===== src/rtl/dac_stream_capture.sv =====
// dac_stream_capture: arms on request, captures one DAC frame one-behind into a
// sample buffer, then locks it for readback. Optional peak tracker: DAC_CAP_PEAK_EN.
module dac_stream_capture #(
    parameter int  DEPTH    = 64,
    parameter int  IDLE_GAP = 4,
    localparam int AW       = $clog2(DEPTH)
) (
    input  logic               clk,
    input  logic               rst_n,
    input  logic signed [12:0] dac_d,
    input  logic               dac_en,
    input  logic               arm,
    input  logic               release_req,
    input  logic               rd_en,
    input  logic [AW-1:0]      rd_addr,
    output logic [12:0]        rd_data,
    output logic               rd_valid,
    output logic               frame_done,
    output logic [AW:0]        frame_len,
    output logic               ovf,
`ifdef DAC_CAP_PEAK_EN
    output logic [12:0]        peak_abs,
`endif
    output logic               busy
);

    // state   | meaning
    // IDLE    | buffer free, reads allowed, waiting for arm
    // ARMED   | waiting for the first sample event of a frame
    // CAPTURE | storing samples one behind, watching for the end-of-frame gap
    // LOCKED  | frame complete, buffer held for readback until release
    typedef enum logic [1:0] {S_IDLE, S_ARMED, S_CAPTURE, S_LOCKED} state_t;

    localparam logic [AW:0] FULL       = (AW+1)'(DEPTH);
    localparam logic [AW:0] CNT_ONE    = (AW+1)'(1);
    localparam logic [3:0]  GAP_RELOAD = 4'(IDLE_GAP - 1);

    state_t             state;
    logic               en_q;
    logic               en_qq;
    logic signed [12:0] d_q;
    logic signed [12:0] pending;
    logic [3:0]         gap_cnt;
    logic [AW:0]        wr_cnt;
    logic [12:0]        mem [DEPTH];
    logic               sample_ev;
    logic               full;
    logic               store;

    always_ff @(posedge clk or negedge rst_n) begin
        if (!rst_n) begin
            en_q  <= 1'b0;
            en_qq <= 1'b0;
            d_q   <= '0;
        end else begin
            en_q  <= dac_en;
            en_qq <= en_q;
            d_q   <= dac_d;
        end
    end

    assign sample_ev = en_q & ~en_qq;
    assign full      = (wr_cnt == FULL);
    assign store     = (state == S_CAPTURE) && sample_ev && !full;

    always_ff @(posedge clk) begin
        if (store) begin
            mem[wr_cnt[AW-1:0]] <= pending;
        end
    end

    always_ff @(posedge clk or negedge rst_n) begin
        if (!rst_n) begin
            state      <= S_IDLE;
            pending    <= '0;
            gap_cnt    <= '0;
            wr_cnt     <= '0;
            frame_done <= 1'b0;
            frame_len  <= '0;
            ovf        <= 1'b0;
            busy       <= 1'b0;
            rd_data    <= '0;
            rd_valid   <= 1'b0;
        end else begin
            frame_done <= 1'b0;
            rd_valid   <= 1'b0;
            if (rd_en && (state == S_IDLE || state == S_LOCKED)) begin
                rd_data  <= mem[rd_addr];
                rd_valid <= 1'b1;
            end

            case (state)
                S_IDLE: begin
                    if (arm) begin
                        state  <= S_ARMED;
                        ovf    <= 1'b0;
                        wr_cnt <= '0;
                    end
                end

                S_ARMED: begin
                    if (sample_ev) begin
                        state   <= S_CAPTURE;
                        busy    <= 1'b1;
                        pending <= d_q;
                        wr_cnt  <= '0;
                        gap_cnt <= GAP_RELOAD;
                    end
                end

                S_CAPTURE: begin
                    // The previous sample is committed only once a newer one arrives,
                    // so the trailing clear strobe left in pending never reaches memory.
                    if (sample_ev) begin
                        pending <= d_q;
                        if (full) begin
                            ovf <= 1'b1;
                        end else begin
                            wr_cnt <= wr_cnt + CNT_ONE;
                        end
                    end

                    if (en_q) begin
                        gap_cnt <= GAP_RELOAD;
                    end else if (gap_cnt == 4'd0) begin
                        state      <= S_LOCKED;
                        frame_done <= 1'b1;
                        frame_len  <= wr_cnt;
                    end else begin
                        gap_cnt <= gap_cnt - 4'd1;
                    end
                end

                S_LOCKED: begin
                    if (release_req) begin
                        state <= S_IDLE;
                        busy  <= 1'b0;
                    end
                end

                default: begin
                    state <= S_IDLE;
                    busy  <= 1'b0;
                end
            endcase
        end
    end

`ifdef DAC_CAP_PEAK_EN
    logic [12:0] pend_abs;

    // -4096 has no positive 13-bit counterpart, so it saturates to 4095.
    always_comb begin
        pend_abs = pending;
        if (pending[12]) begin
            if (pending[11:0] == 12'd0) begin
                pend_abs = 13'd4095;
            end else begin
                pend_abs = ~pending + 13'd1;
            end
        end
    end

    always_ff @(posedge clk or negedge rst_n) begin
        if (!rst_n) begin
            peak_abs <= '0;
        end else if (state == S_IDLE && arm) begin
            peak_abs <= '0;
        end else if (store && (pend_abs > peak_abs)) begin
            peak_abs <= pend_abs;
        end
    end
`endif

endmodule


===== config.mk =====
export PLATFORM = sky130hd
export DESIGN_NAME = dac_stream_capture
export DESIGN_NICKNAME = d
export VERILOG_FILES = /design/src/rtl/dac_stream_capture.sv
export SDC_FILE = /design/constraint.sdc
export NUM_CORES = 1
export LEC_CHECK = 0
export CAP_MARGIN = 20
export CORE_ASPECT_RATIO = 1.2
export CORE_MARGIN = 2
export CORE_UTILIZATION = 35
export CTS_CLUSTER_SIZE = 14
export DETAILED_ROUTE_END_ITERATION = 8
export GPL_TIMING_DRIVEN = 0
export SETUP_SLACK_MARGIN = 0.1
export SLEW_MARGIN = 20
export SYNTH_ARGS = -nofsm -noshare
export SYNTH_HDL_FRONTEND = slang
export SYNTH_SLANG_ARGS = --single-unit

===== constraint.sdc =====
create_clock -name clk -period 2.95 [get_ports clk]
set_input_delay 0.7375 -clock clk [delete_from_list [all_inputs] [get_ports clk]]
set_output_delay 0.7375 -clock clk [all_outputs]
set_load 0.1 [all_outputs]

Word level (Yosys, flattened, before mapping)
Memories as Yosys holds them, arrays and structs flattened. A register that Yosys moved wholly into a read port is not among the register bits.
Cells that the tools add are included.
- output and inout bits: 24
- bits of input ports: 25
- RAM bits: 832
- register bits: 52
- memories kept: 1
- memory list (memory ; words ; bits a word ; read ports ; clocked after Yosys merged registers in ; wr ports ; RTL line ; RTL):
    mem ; 64 ; 13 ; 1 ; 1 ; 1 ; 45 ; logic [12:0] mem [DEPTH];
- $add $sub $neg: 2
- equality and inequality tests: 13
- reductions and logical operators: 20
- bitwise gates (word level): 3
- mux-type cells: 28
- operator list (operator ; count):
    $mux W7 ; 4
    $pmux W7 S3 ; 1
    $ne A2 B2 Y1 const B ; 7
    $mux W4 ; 3
    $mux W1 ; 11
    $mux W2 ; 5
    $reduce_and A5 Y1 ; 2
    $reduce_and A3 Y1 ; 3
    $pmux W2 S4 ; 1
    $pmux W4 S2 ; 1
    $add A7 B1 Y7 const B ; 1
    $eq A7 B7 Y1 const B ; 1
    $reduce_bool A2 Y1 ; 3
    $eq A2 B2 Y1 const B ; 2
    $logic_not A4 Y1 ; 1
    $pmux W1 S2 ; 2
    $reduce_and A4 Y1 ; 1
    $sub A4 B1 Y4 const B ; 1
    $logic_and A1 B1 Y1 ; 3
    $ne A3 B3 Y1 const B ; 1
    $reduce_bool A3 Y1 ; 1
    $eq A2 B1 Y1 const B ; 1
    $logic_not A1 Y1 ; 2
    $logic_not A2 Y1 ; 1
    other kinds (6) ; 7

Logic depth before layout (Yosys ltp)
- word-level depth: 6
- depth in mapped cells: 9

Worst setup path after synthesis
No wires, ideal clock.
- path kind: input to register
- from: input port rd_addr[2]
- to: register rd_data[1], read port of mem
- stages: 7
- required time: 2.824 ns
- buffers on the path: 3
- arrival: 2.361 ns
- library setup time: 0.126 ns
- setup slack: 0.463 ns
- cells stage by stage: buf_4 -> buf_2 -> clkbuf_1 -> mux4_2 -> a22oi_1 -> nand4_1 -> a221o_1
- RTL lines (element ; RTL line ; RTL):
    start, declared ; 15 ; input logic [AW-1:0] rd_addr,
    end, declared ; 16 ; output logic [12:0] rd_data,

==> results.cfg <==
[run_status]
status = completed

[min_path]
hold_depth = 0
hp-class = register to register

[layout]
area_growth_pct = 21.0
layoutNonFillerInstCount = 3260
mostFrequentLayoutCells = edfxtp_1, mux4_2, mux2i_1
final_area_um2 = 41700
fillers = 8320
multi_input_area_um2 = 8040
regArea_um2 = 26700
final_common_cell = edfxtp_1
nets = 1938
drive_above_1_share = 0.284
final_util = 0.426

[placement]
dpl-instance-area_um2 = 36900
port_buffers = 45
placedCellCount = 3023
gp_congestion = 0.930
dp_slack_ns = -1.34
dp_hpwl_um = 54700

[timing]
maxSlewHeadroom = 0.226
fmax_mhz = 353
fin_hold_ws_ns = 0.471
timing.final.ws_setup_ns = 0.118
fin_worst_skew_ns = 0.0285
tightest_slew_ns = 1.16
period_needed_ns = 2.83
slew_violations = 0
finalHoldViolations = 0
fin_crit_sh = 0.960
rsz0062_at_grt = yes
finalSetupViolCount = 0

[global_routing]
grt_first_pass_wirelength_um = 120000
gr-total-overflow = 0
antenna_found_initial = 1
grt_usage = 0.163
grt_max_degree = 66
grt_pass1_vias = 17800

[logic_synthesis]
synthCells = 1687
synthesis.nets = 1720
synth_cell_types = 45
synth_top_family_by_area = multiplexers
synth_simple_gate_area_frac = 0.0301
synth_xor_area_frac = 0
yosysTopAreaCellShare = 0.726
ys_warn_count = 0
ys_async_sr_fraction = 0.0725
synth_edf_count = 832
synth-compound-area-share = 0.0361
synth_seq_cells = 897
yosys-mux-area-fraction = 0.143
syn_area_um2 = 34400
yosysSeqAreaShare = 0.773
syn_avg_cell_area_um2 = 20.4
ys.flop_type = edfxtp_1
synthTopCellsByArea = edfxtp_1, mux4_2, dfrtp_1, mux2i_1, a22oi_1
post-synth-top-area-cell = edfxtp_1
synth_fa_ha_area_frac = 0.00291

[power]
p_leak_nw = 13.5
pwr_density_cell_nw_per_um2 = 788
vdd_ir_drop_max_mv = 0.684

[die]
die_y_um = 348
coreArea_um2 = 97900
ios = 49
dieWidth_um = 290
initial_core_util = 0.352
rows = 126
die-area_um2 = 101000

[critical_path]
cp.required_ns = 3.50
path_class = input port to register
reg2reg_slack_ns = 0.15
r2r_cells = 7
rr_endpoint = mem[13][8]
crit_end = rd_data[8]
critical_path.max_fanout = 10
worstPathArrival_ns = 3.38
reg2reg_from = state[0]
crit_path_start = rd_addr[4]
start_kind = input port
endpoint_kind = register

[clocking]
clock_sinks = 897
cts_buffer_depth = 3
cts-root-buf = clkbuf_16
tritoncts = yes
h-tree-depth = 3
clk_pin_slew_ns = 0.06
clk_latency_ns = 0.66
cts_buffers = 89

[detailed_routing]
detail-route-antenna-nets = 0
wl_per_cell_um = 25.6
drc = 0
via_count = 17400
firstDrtPassIters = 7
wirelength_um = 83500
drt_iter0_drc = 1697
avgViaCountPerCell = 5.33

[run]
maxCapViolCount = 0
[power breakdown]
group	leakage, nW	switching, W	total, W	internal (W)
clock	1.39	0.00469	0.0111	0.00645
combinational	3.78	0.00300	0.00421	0.00122
sequential	8.28	0.00151	0.0175	0.0160
[layout make-up]
type / count / share of cell area
antenna: 1 / 0.0000600
clock inverter: 50 / 0.0121
sequential: 897 / 0.640
buffer: 94 / 0.0136
clock buffer: 115 / 0.0565
multi-input combinational: 684 / 0.193
timing repair buffer: 127 / 0.0458
tap: 1280 / 0.0384
inverter: 12 / 0.00108
[registers in the layout, indices dropped and copies added, names as in the netlist]
| name | cells |
|---|---|
| busy | 1 |
| d_q | 13 |
| en_q | 1 |
| en_qq | 1 |
| frame_done | 1 |
| frame_len | 7 |
| gap_cnt | 4 |
| mem | 832 |
| ovf | 1 |
| pending | 13 |
| rd_data | 13 |
| rd_valid | 1 |
| state | 2 |
| wr_cnt | 7 |
[cells by family after synthesis]
family,Yosys count
flops,897
buf+inv,106
fa+ha+maj,8
mux,295
compound gates,170
simple gates,211
[critical path, stage by stage]
cell and delay, ns:
clkdlybuf4s15_2 0.35, buf_2 0.34, clkbuf_4 0.34, buf_2 0.35, mux4_2 0.39, mux2i_1 0.40
a211oi_4 0.14, a221o_1 0.31
[layer usage]
metal / wire length [um] / vias to the layer above / share of wire / GRT usage
met5: 8 / - / 0.000096 / 0
met4: 2860 / 2 / 0.034 / 0.0668
met3: 4800 / 127 / 0.057 / 0.0241
met2: 42900 / 588 / 0.51 / 0.279
met1: 32900 / 9247 / 0.39 / 0.208
li1: - / 7419 / - / -
[synth_stat cells, types with 3 or more instances]
master / count
nand2b_1: 7
a211oi_1: 24
mux2_2: 20
nand3_1: 35
mux4_2: 156
nand2_1: 22
ha_1: 8
inv_1: 12
edfxtp_1: 832
nand4_1: 14
clkbuf_1: 41
buf_4: 9
mux2i_1: 119
nor2_1: 80
a22o_1: 3
o21ai_0: 10
buf_2: 35
a22oi_1: 79
or3_1: 17
buf_1: 4
dfrtp_1: 65
a21oi_1: 4
buf_6: 5
nor2b_1: 19
and3_1: 3
o22ai_1: 28
a221o_1: 13
[per-stage QoR]
step           setup TNS (ns)  total power, W
6_report                    0          0.0329
5_1_grt                     0          0.0339
4_1_cts                -12.15          0.0330
3_5_place_dp          -151.04          0.0219
3_3_place_gp          -260.88          0.0214
2_1_floorplan               0          0.0192
[how the worst min path moves through the flow]
| stage | endpoint | slack [ns] | start |
|---|---|---|---|
| final | en_qq | 0.47 | en_q |
| after global routing | en_qq | 0.50 | en_q |
| after CTS | en_qq | 0.46 | en_q |
| after detailed placement | en_qq | 0.45 | en_q |
| after global placement | en_qq | 0.44 | en_q |
| after floorplan | en_qq | 0.40 | en_q |
[what timing repair did]
item,4_1_cts,5_1_grt
setup endpoints to repair,686,808
gates resized for setup,145,45
hold buffers,1,0
gates cloned,0,0
buffers inserted,19,51
pin swaps,15,41
endpoints found under the hold margin,18,0
Power figures use the tool's default switching activity.
